**src/rtl/span_pkg.sv**
```systemverilog
// Shared types and widths for the span scan-risk scheduler.
package span_pkg;

    localparam int unsigned POS_W       = 16;
    localparam int unsigned RISK_W      = 16;
    localparam int unsigned PSR_W       = 16;
    localparam int unsigned NUM_POS_DEF = 8;

    typedef enum logic [1:0] {
        IDLE,
        ISSUE,
        WAIT,
        RESP
    } sched_state_t;

endpackage

```
**src/rtl/span_scan_sched_if.sv**
```systemverilog
// Bundles the requester, engine and result signals of the scan-risk scheduler.
interface span_scan_sched_if
    import span_pkg::*;
#(
    parameter int unsigned NUM_REQ = 4,
    parameter int unsigned NUM_POS = NUM_POS_DEF
);
    localparam int unsigned ID_W = $clog2(NUM_REQ);

    logic [NUM_REQ-1:0]               req_valid;
    logic [NUM_REQ-1:0]               req_ready;
    logic [NUM_REQ*PSR_W-1:0]         req_psr;
    logic [NUM_REQ*NUM_POS*POS_W-1:0] req_pos;
    logic                             eng_start;
    logic [PSR_W-1:0]                 eng_psr;
    logic [NUM_POS*POS_W-1:0]         eng_pos;
    logic [RISK_W-1:0]                eng_risk;
    logic                             res_valid;
    logic                             res_ready;
    logic [ID_W-1:0]                  res_id;
    logic [RISK_W-1:0]                res_risk;

    modport master (
        input  req_valid, req_psr, req_pos, eng_risk, res_ready,
        output req_ready, eng_start, eng_psr, eng_pos, res_valid, res_id, res_risk
    );

    modport slave (
        output req_valid, req_psr, req_pos, eng_risk, res_ready,
        input  req_ready, eng_start, eng_psr, eng_pos, res_valid, res_id, res_risk
    );

endinterface

```
**src/rtl/rr_arbiter.sv**
```systemverilog
// Combinational round-robin picker: first requester at or after rr_ptr, wrapping.
module rr_arbiter #(
    parameter int unsigned NUM_REQ = 4,
    localparam int unsigned ID_W   = $clog2(NUM_REQ)
) (
    input  logic [NUM_REQ-1:0] req,
    input  logic [ID_W-1:0]    rr_ptr,
    output logic [NUM_REQ-1:0] grant,
    output logic [ID_W-1:0]    grant_idx
);

    logic        found;
    int unsigned idx;

    always_comb begin
        grant     = '0;
        grant_idx = '0;
        found     = 1'b0;
        idx       = 0;
        for (int unsigned k = 0; k < NUM_REQ; k++) begin
            idx = (32'(rr_ptr) + k) % NUM_REQ;
            if (!found && req[idx]) begin
                found      = 1'b1;
                grant[idx] = 1'b1;
                grant_idx  = ID_W'(idx);
            end
        end
    end

endmodule

```
**src/rtl/span_scan_sched.sv**
```systemverilog
// Shares one scan-risk engine among NUM_REQ requesters, round-robin, one job at a time.
// Optional SPAN_SCHED_ZERO_BYPASS_EN: zero net-position portfolios skip the engine.
module span_scan_sched
    import span_pkg::*;
#(
    parameter int unsigned NUM_REQ    = 4,
    parameter int unsigned NUM_POS    = NUM_POS_DEF,
    parameter int unsigned ENGINE_LAT = 1
) (
    input logic                clk,
    input logic                reset,
    span_scan_sched_if.master  bus
);

    localparam int unsigned ID_W  = $clog2(NUM_REQ);
    localparam int unsigned CNT_W = (ENGINE_LAT > 1) ? $clog2(ENGINE_LAT) : 1;
    localparam int unsigned VEC_W = NUM_POS * POS_W;

    sched_state_t         state;
    logic [ID_W-1:0]      rr_ptr;
    logic [ID_W-1:0]      grant_idx;
    logic [ID_W-1:0]      ptr_next;
    logic [NUM_REQ-1:0]   grant;
    logic [PSR_W-1:0]     sel_psr;
    logic [VEC_W-1:0]     sel_pos;
    logic [PSR_W-1:0]     hold_psr;
    logic [VEC_W-1:0]     hold_pos;
    logic [CNT_W-1:0]     wait_cnt;
    logic                 eng_start_r;
    logic                 res_valid_r;
    logic [ID_W-1:0]      res_id_r;
    logic [RISK_W-1:0]    res_risk_r;
    logic                 bypass;

    rr_arbiter #(
        .NUM_REQ (NUM_REQ)
    ) u_arb (
        .req       (bus.req_valid),
        .rr_ptr    (rr_ptr),
        .grant     (grant),
        .grant_idx (grant_idx)
    );

    assign sel_psr  = bus.req_psr[int'(grant_idx)*PSR_W +: PSR_W];
    assign sel_pos  = bus.req_pos[int'(grant_idx)*VEC_W +: VEC_W];
    assign ptr_next = (grant_idx == ID_W'(NUM_REQ - 1)) ? '0 : grant_idx + 1'b1;

`ifdef SPAN_SCHED_ZERO_BYPASS_EN
    logic [POS_W-1:0] pos_sum;

    // Wrapping sum, so offsetting positions of any size cancel exactly.
    always_comb begin
        pos_sum = '0;
        for (int unsigned j = 0; j < NUM_POS; j++) begin
            pos_sum = pos_sum + sel_pos[j*POS_W +: POS_W];
        end
    end

    assign bypass = (pos_sum == '0);
`else
    assign bypass = 1'b0;
`endif

    // Grants are offered only in IDLE and never while reset is held.
    assign bus.req_ready = (state == IDLE && reset) ? grant : '0;
    assign bus.eng_start = eng_start_r;
    assign bus.eng_psr   = hold_psr;
    assign bus.eng_pos   = hold_pos;
    assign bus.res_valid = res_valid_r;
    assign bus.res_id    = res_id_r;
    assign bus.res_risk  = res_risk_r;

    always_ff @(posedge clk) begin
        if (!reset) begin
            state       <= IDLE;
            rr_ptr      <= '0;
            hold_psr    <= '0;
            hold_pos    <= '0;
            wait_cnt    <= '0;
            eng_start_r <= 1'b0;
            res_valid_r <= 1'b0;
            res_id_r    <= '0;
            res_risk_r  <= '0;
        end else begin
            eng_start_r <= 1'b0;
            case (state)
                IDLE: begin
                    if (|bus.req_valid) begin
                        rr_ptr   <= ptr_next;
                        res_id_r <= grant_idx;
                        if (bypass) begin
                            res_risk_r  <= '0;
                            res_valid_r <= 1'b1;
                            state       <= RESP;
                        end else begin
                            hold_psr    <= sel_psr;
                            hold_pos    <= sel_pos;
                            eng_start_r <= 1'b1;
                            state       <= ISSUE;
                        end
                    end
                end
                ISSUE: begin
                    wait_cnt <= CNT_W'(ENGINE_LAT - 1);
                    state    <= WAIT;
                end
                WAIT: begin
                    if (wait_cnt == '0) begin
                        res_risk_r  <= bus.eng_risk;
                        res_valid_r <= 1'b1;
                        state       <= RESP;
                    end else begin
                        wait_cnt <= wait_cnt - 1'b1;
                    end
                end
                RESP: begin
                    if (bus.res_ready) begin
                        res_valid_r <= 1'b0;
                        state       <= IDLE;
                    end
                end
                default: state <= IDLE;
            endcase
        end
    end

endmodule

```
**src/flat_wrapper.sv**
```systemverilog
// flat-port wrapper written by rule: the top's interface ports become plain ports
module span_scan_sched_flat import span_pkg::*;
#(
    parameter int unsigned NUM_REQ    = 4,
    parameter int unsigned NUM_POS    = NUM_POS_DEF,
    parameter int unsigned ENGINE_LAT = 1
)
  (clk, reset, bus_req_valid, bus_req_psr, bus_req_pos, bus_eng_risk, bus_res_ready, bus_req_ready, bus_eng_start, bus_eng_psr, bus_eng_pos, bus_res_valid, bus_res_id, bus_res_risk);
  span_scan_sched_if #(.NUM_REQ(NUM_REQ), .NUM_POS(NUM_POS)) bus_i ();
  input logic clk;
  input logic reset;
  input wire logic [$bits(bus_i.req_valid)-1:0] bus_req_valid;
  input wire logic [$bits(bus_i.req_psr)-1:0] bus_req_psr;
  input wire logic [$bits(bus_i.req_pos)-1:0] bus_req_pos;
  input wire logic [$bits(bus_i.eng_risk)-1:0] bus_eng_risk;
  input wire logic [$bits(bus_i.res_ready)-1:0] bus_res_ready;
  output wire logic [$bits(bus_i.req_ready)-1:0] bus_req_ready;
  output wire logic [$bits(bus_i.eng_start)-1:0] bus_eng_start;
  output wire logic [$bits(bus_i.eng_psr)-1:0] bus_eng_psr;
  output wire logic [$bits(bus_i.eng_pos)-1:0] bus_eng_pos;
  output wire logic [$bits(bus_i.res_valid)-1:0] bus_res_valid;
  output wire logic [$bits(bus_i.res_id)-1:0] bus_res_id;
  output wire logic [$bits(bus_i.res_risk)-1:0] bus_res_risk;
  assign bus_i.req_valid = bus_req_valid;
  assign bus_i.req_psr = bus_req_psr;
  assign bus_i.req_pos = bus_req_pos;
  assign bus_i.eng_risk = bus_eng_risk;
  assign bus_i.res_ready = bus_res_ready;
  assign bus_req_ready = bus_i.req_ready;
  assign bus_eng_start = bus_i.eng_start;
  assign bus_eng_psr = bus_i.eng_psr;
  assign bus_eng_pos = bus_i.eng_pos;
  assign bus_res_valid = bus_i.res_valid;
  assign bus_res_id = bus_i.res_id;
  assign bus_res_risk = bus_i.res_risk;
  span_scan_sched #(.NUM_REQ(NUM_REQ), .NUM_POS(NUM_POS), .ENGINE_LAT(ENGINE_LAT)) u_core (.clk(clk), .reset(reset), .bus(bus_i));
endmodule
```
**config.mk**
```make
export PLATFORM = sky130hd
export DESIGN_NAME = span_scan_sched_flat
export DESIGN_NICKNAME = d
export VERILOG_FILES = /design/src/rtl/span_pkg.sv /design/src/rtl/span_scan_sched_if.sv /design/src/rtl/rr_arbiter.sv /design/src/rtl/span_scan_sched.sv /design/src/flat_wrapper.sv
export SDC_FILE = /design/constraint.sdc
export NUM_CORES = 1
export LEC_CHECK = 0
export ABC_CLOCK_PERIOD_IN_PS = 4960
export CAP_MARGIN = 20
export CORE_AREA = 2 2 300 302
export DETAILED_ROUTE_END_ITERATION = 6
export DIE_AREA = 0 0 302 304
export PLACE_DENSITY = 0.41
export SLEW_MARGIN = 20
export SYNTH_ARGS = -nofsm -noshare
export SYNTH_HDL_FRONTEND = slang
export SYNTH_SLANG_ARGS = --single-unit
export TNS_END_PERCENT = 20
```
**constraint.sdc**
```tcl
create_clock -name clk -period 4.96 [get_ports clk]
set_input_delay 1.488 -clock clk [delete_from_list [all_inputs] [get_ports clk]]
set_output_delay 1.488 -clock clk [all_outputs]
set_load 0.02 [all_outputs]
```
After elaboration in Yosys (flattened, before gate mapping)
Index checks and enable logic that the tools add are counted.
{ "word_totals": {"rom_bits": 0, "regBits": 169, "elab_cells": 94, "mem_count": 0, "out_inout_bits": 168, "ram_bits": 0, "latchBits": 0} }
{ "op_classes": {"n_reduce_logical": 20, "eq_ne": 7, "div": 0, "n_bitwise": 4, "shift": 2, "addsub": 5, "mul": 0, "order_cmp": 8, "mux": 39} }
{ "ops": {"columns": ["op", "count"], "rows": [
  ["indexed part select 512 x 10 -> 128 bit", 1],
  ["indexed part select 64 x 7 -> 16 bit", 1],
  ["two-way mux 4 bit", 5],
  ["two-way mux 2 bit", 8],
  ["two-way mux 1 bit", 15],
  ["< comparator 2 x 3 -> 1 bit, second input constant", 4],
  ["bitwise OR 4 bit", 3],
  ["binary-select mux 1 bit (select 2 bit)", 4],
  ["demux 1 bit (select 2 bit)", 4],
  ["greater-or-equal comparator 2 x 1 -> 1 bit, second input constant", 4],
  ["logical AND 1 bit", 8],
  ["case mux 2 bit (4 select lines)", 1],
  ["equality test 2 bit, second input constant", 3],
  ["inequality test 2 bit, second input constant", 3],
  ["AND reduction 2 bit", 3],
  ["AND reduction 3 bit", 2],
  ["adder 2 x 1 -> 2 bit, second input constant", 2],
  ["adder 2 bit, second input constant", 2],
  ["case mux 1 bit (2 select lines)", 2],
  ["nonzero test 2 bit", 2],
  ["OR reduction 4 bit", 1],
  ["logical NOT 1 bit", 3],
  ["equality test 2 x 1 -> 1 bit, second input constant", 1],
  ["logical NOT 2 bit", 1],
  ["2 further kinds", 2]
]} }

Logic depth before layout (Yosys ltp)
{ "depth": {"word_depth": 14, "mapped_depth": 17, "mapped_depth_nobuf": 11} }

By module
A second synthesis with hierarchy kept.
{ "hier_totals": {"cells_unflattened": 658, "hier_area_um2": 9183.8} }
{ "modules_own_cells": {"columns": ["module", "area_each_um2", "seq_area_each_um2", "cells_per_inst", "instances"], "rows": [
  ["span_scan_sched", 8694.6, 3363.2, 593, 1],
  ["rr_arbiter", 489.2, 0.0, 65, 1]
]} }

Worst setup path after synthesis
OpenSTA, ideal clock, no wires.
{ "synth_timing": {"kind": "input to output", "startpoint": "in bus_req_valid[2]", "endpoint": "out bus_req_ready[0]", "setup_slack_ns": 0.491, "path_stages": 7, "n_path_buf": 1, "arrival_time_ns": 2.981, "cell_sequence": "clkbuf_1 or3b_2 o21ai_0 a31oi_1 o32ai_1 a221oi_1 nor2_1"} }
{ "synth_between": {"elab_chain_cells": 13} }
{ "synth_lines": {"columns": ["item", "line", "text"], "rows": [
  ["from (decl)", "flat_wrapper.sv:12", "input wire logic [$bits(bus_i.req_valid)-1:0] bus_req_valid;"],
  ["binary-select mux 1 bit (select 2 bit)", "rr_arbiter.sv:22", "if (!found && req[idx]) begin"],
  ["two-way mux 1 bit (not written as such)", "rr_arbiter.sv:22", null],
  ["two-way mux 1 bit", "rr_arbiter.sv:22", null],
  ["logical NOT 1 bit", "rr_arbiter.sv:22", null],
  ["logical AND 1 bit", "rr_arbiter.sv:22", null],
  ["two-way mux 1 bit", "rr_arbiter.sv:22", null],
  ["logical NOT 1 bit", "rr_arbiter.sv:22", null],
  ["logical AND 1 bit", "rr_arbiter.sv:22", null],
  ["two-way mux 1 bit", "rr_arbiter.sv:22", null],
  ["logical NOT 1 bit", "rr_arbiter.sv:22", null],
  ["logical AND 1 bit", "rr_arbiter.sv:22", null],
  ["two-way mux 4 bit (*)", "rr_arbiter.sv:22", null],
  ["two-way mux 4 bit (*)", "span_scan_sched.sv:65", "assign bus.req_ready = (state == IDLE && reset) ? grant : '0;"],
  ["to (decl)", "flat_wrapper.sv:17", "output wire logic [$bits(bus_i.req_ready)-1:0] bus_req_ready;"]
]} }
Mark *: on every way between the ends. The rest lies on a longest branch, timed or not. The select of a mux whose other input is x is not followed.

Worst setup path in the final report
{ "layout_timing": {"startpoint": "in bus_req_valid[3]", "endpoint": "out bus_req_ready[3]"} }
Same word-level chain as after synthesis.

==> metrics.cfg <==
[run_status]
status=finished, final reports clean

[routing]
wl_met3_um=5492
routed.top_layer=met5
post-route-drc-count=0
via_count=16430
routed_wirelength_um=77430
routed_via_density=4.683
dr.first_iter.drc_count=939
first_pass_iters=5
wl_met1_um=30900
wl_met2_um=38990
ant_nets=0
wl_per_cell_um=22.07

[placed_design]
dp_slack_ps=-411.7
dp.cells=3467
place_congestion=0.8370
dp_hpwl_um=56850
io_buffers=766
place_area_um2=22060

[floorplan]
core_um2=89050
start_util_pct=14.62
die_area_um2=91810
rows=110
io_pins=767
fp.dieW_um=302
die_y_um=304

[synthesis]
synthCells=1640
yosysUniqueCellTypes=53
yosys_warnings=0
synth-edff-count=0
synthMuxAreaShare_pct=11.98
ys_async_sr_fraction_pct=0
yosys.area_share.adder_pct=1.153
synth_area_um2=13020
synthFlopType=dfxtp_1
synth-compound-area-share_pct=37.55
synthSimpleGateAreaFrac_pct=16.00
synth_top_family_by_area=compound AO/OA/AOI/OAI gates
ys_seq_area_share_pct=25.83
syn_area_per_cell_um2=7.941
yosys.area_share.xor_xnor_pct=0
synth_fp_nets=2251
ys_seq_elements=168

[grt]
gr-usage-all-layers_pct=16.19
grt_pass1_wl_um=111900
grt_antenna_before_repair=15
grt-ovfl-total=0
grt_pass1_vias=16840
grt_max_degree=78

[power]
p_switching_mw=6.605
power.internal_mw=6.832
vdd_ir_drop_max_mv=0.5866
swShare_pct=49.15
power_density_nw_per_um2=591.3
p_seq_share_pct=18.2
comb_power_share_pct=69.8
p_leak_nw=8.297
clkPwrFrac_pct=12.0
power_mw=13.44

[clock_tree]
cts_root_buf=clkbuf_16
cts_tree=yes
cts-buffers-inserted=17
path_clk_slew_ps=80
cts-hold-fix-buffers=0
clock-sinks=168
cts_setup_buffers=0
ctsLongestPathBuffers=2
cts_htree_levels=4
insertion_delay_ps=500

[worst_hold_path]
hold_class=reg -> reg

[critical_path]
critPathLaunchType=input pin
arrival_ps=3340
cp_common_cell=buf_4
critPathMaxStageDelay_ps=590
cp_slowest_cell=mux4_2
path_class=in -> out
critical_path.cell_chain=clkdlybuf4s50_1, buf_4, mux4_2, a221oi_1, nor2_1, buf_4
crit_fanout=11
crit_required_ps=3470
worstSetupEndpointType=output port

[sta]
worst_slew_pin_slew_ps=1052
rsz0062_at_grt=yes
hold_viol_final=0
setup_viol=0
min_period_over_period_pct=97.36
fin_hold_ws_ps=518.7
slew_viol_final=0
finalClockSkew_ps=9.997
finalCriticalPeriod_ps=4829
timing.final.ws_setup_ps=131.2
slew_headroom_pct=29.87
fmax_ghz=0.2071

[final_layout]
area_delta_synth_final_pct=74.49
layout-drive-gt1-share_pct=5.123
final_area_um2=22720
nFillCells=9548
fin_cells=3508
finalNetCount=2921

[run]
cap_violations=0

-- sequential cells by signal, summed over array words and instances (netlist names) --
signal and flops:
u_core.bus.eng_pos 128, u_core.bus.eng_psr 16, u_core.bus.eng_start 1, u_core.bus.res_id 2
u_core.bus.res_risk 16, u_core.bus.res_valid 1, u_core.rr_ptr 2, u_core.state 2
-- logic make-up (layout without fill, tap and decap cells) --
logic type / Yosys count / count (layout)
other cells: 0 / 9
mux: 152 / 152
buf+inv: 197 / 880
simple gates: 501 / 501
flops: 168 / 168
fa+ha+maj: 12 / 12
compound gates: 610 / 610
-- repair_timing --
action / in CTS / in global routing
pin swaps: 0 / 0
resized for setup: 13 / 6
setup endpoints to repair: 4 / 4
endpoints found under the hold margin: 0 / 0
gates cloned: 0 / 0
-- worst max-delay path: cells and delay by family --
family,cells,cell delay [ps]
buffers and inverters,3,820
muxes,1,590
AOI/OAI and AO/OA,1,350
and+or+nand+nor,1,80
-- cells in the final DEF, fill, tap and decap left out, types with 4 or more instances in the layout --
cell             instances
a22oi_1                  5
dfxtp_1                168
and3_1                  15
clkdlybuf4s50_1        761
a221oi_1               132
ha_1                    12
nor2_1                  16
mux2i_1                148
a22o_1                 129
nor3_1                  15
a2111o_1                15
nand2b_1                 4
buf_4                   39
bufinv_16                4
a32o_1                 129
o21ai_0                 17
nor2b_1                 23
a21oi_1                 20
buf_12                  23
nand2_1                409
o21ai_1                129
a211oi_1                15
clkbuf_16               17
inv_1                   21
diode_2                  9
-- metrics by stage --
| step | TNS, ps | utilization (%) |
|---|---|---|
| after detailed placement | -1462 | 24.77 |
| after global routing | -5.487 | 25.52 |
| after global placement | -1515 | 24.77 |
| after CTS | -12.88 | 25.51 |
| after floorplan | 0 | - |
| final | 0 | 25.52 |
-- final timing paths --
check | start | end | slack [ps] | cells past startpoint
hold reg to reg | u_core.bus.res_risk[1] | u_core.bus.res_risk[1] | 520 | 2
hold / removal | u_core.bus.res_risk[1] | u_core.bus.res_risk[1] | 520 | 2
setup / recovery | bus_req_valid[3] | bus_req_ready[3] | 130 | 6
setup reg to reg | u_core.rr_ptr[0] | u_core.bus.eng_pos[59] | 1740 | 10
-- final cells by class --
| class | instances | area (µm²) | area share, % |
|---|---|---|---|
| multi-input cells | 1275 | 8743 | 38.48 |
| repair buffers | 826 | 8389 | 36.92 |
| flip-flops and latches | 168 | 3363 | 14.80 |
| well taps | 1176 | 1471 | 6.475 |
| clock buffers | 18 | 439.2 | 1.933 |
| clock inverters | 14 | 211.5 | 0.9306 |
| inverters | 22 | 82.58 | 0.3634 |
| diodes | 9 | 22.52 | 0.09911 |
-- synth_stat cells (all sizes together), types with 3 or more instances --
cell type	count	share of area [%]
nor2b	24	1.2
and3	15	0.72
mux4	3	0.52
nor2	18	0.52
mux2i	148	11
nand2	409	12
a22o	129	8.7
clkbuf	76	2.2
dfxtp	168	26
a32o	129	9.9
nand2b	4	0.19
buf	99	4.7
a21oi	20	0.77
a211oi	15	0.86
a2111o	15	1.3
a221oi	134	9.1
and2	4	0.19
inv	21	0.61
ha	12	1.2
a22oi	5	0.29
o21ai	147	5.6
nor3	16	0.70
-- per-layer routing --
layer / up-vias / track usage, %
met5: - / 0
met4: 8 / 5.998
met3: 87 / 4.148
met2: 648 / 28.72
met1: 8019 / 18.50
li1: 7666 / -
-- power groups by stage --
stage	logic, mW	clock network (mW)	registers [mW]
3_3_place_gp	9.39	0	2.43
2_1_floorplan	5.00	0	3.05
5_1_grt	10.1	1.74	2.52
4_1_cts	9.56	1.70	2.44
3_5_place_dp	9.52	0	2.46
6_report	9.37	1.62	2.44
No activity file was read; power rests on OpenSTA's default activity.
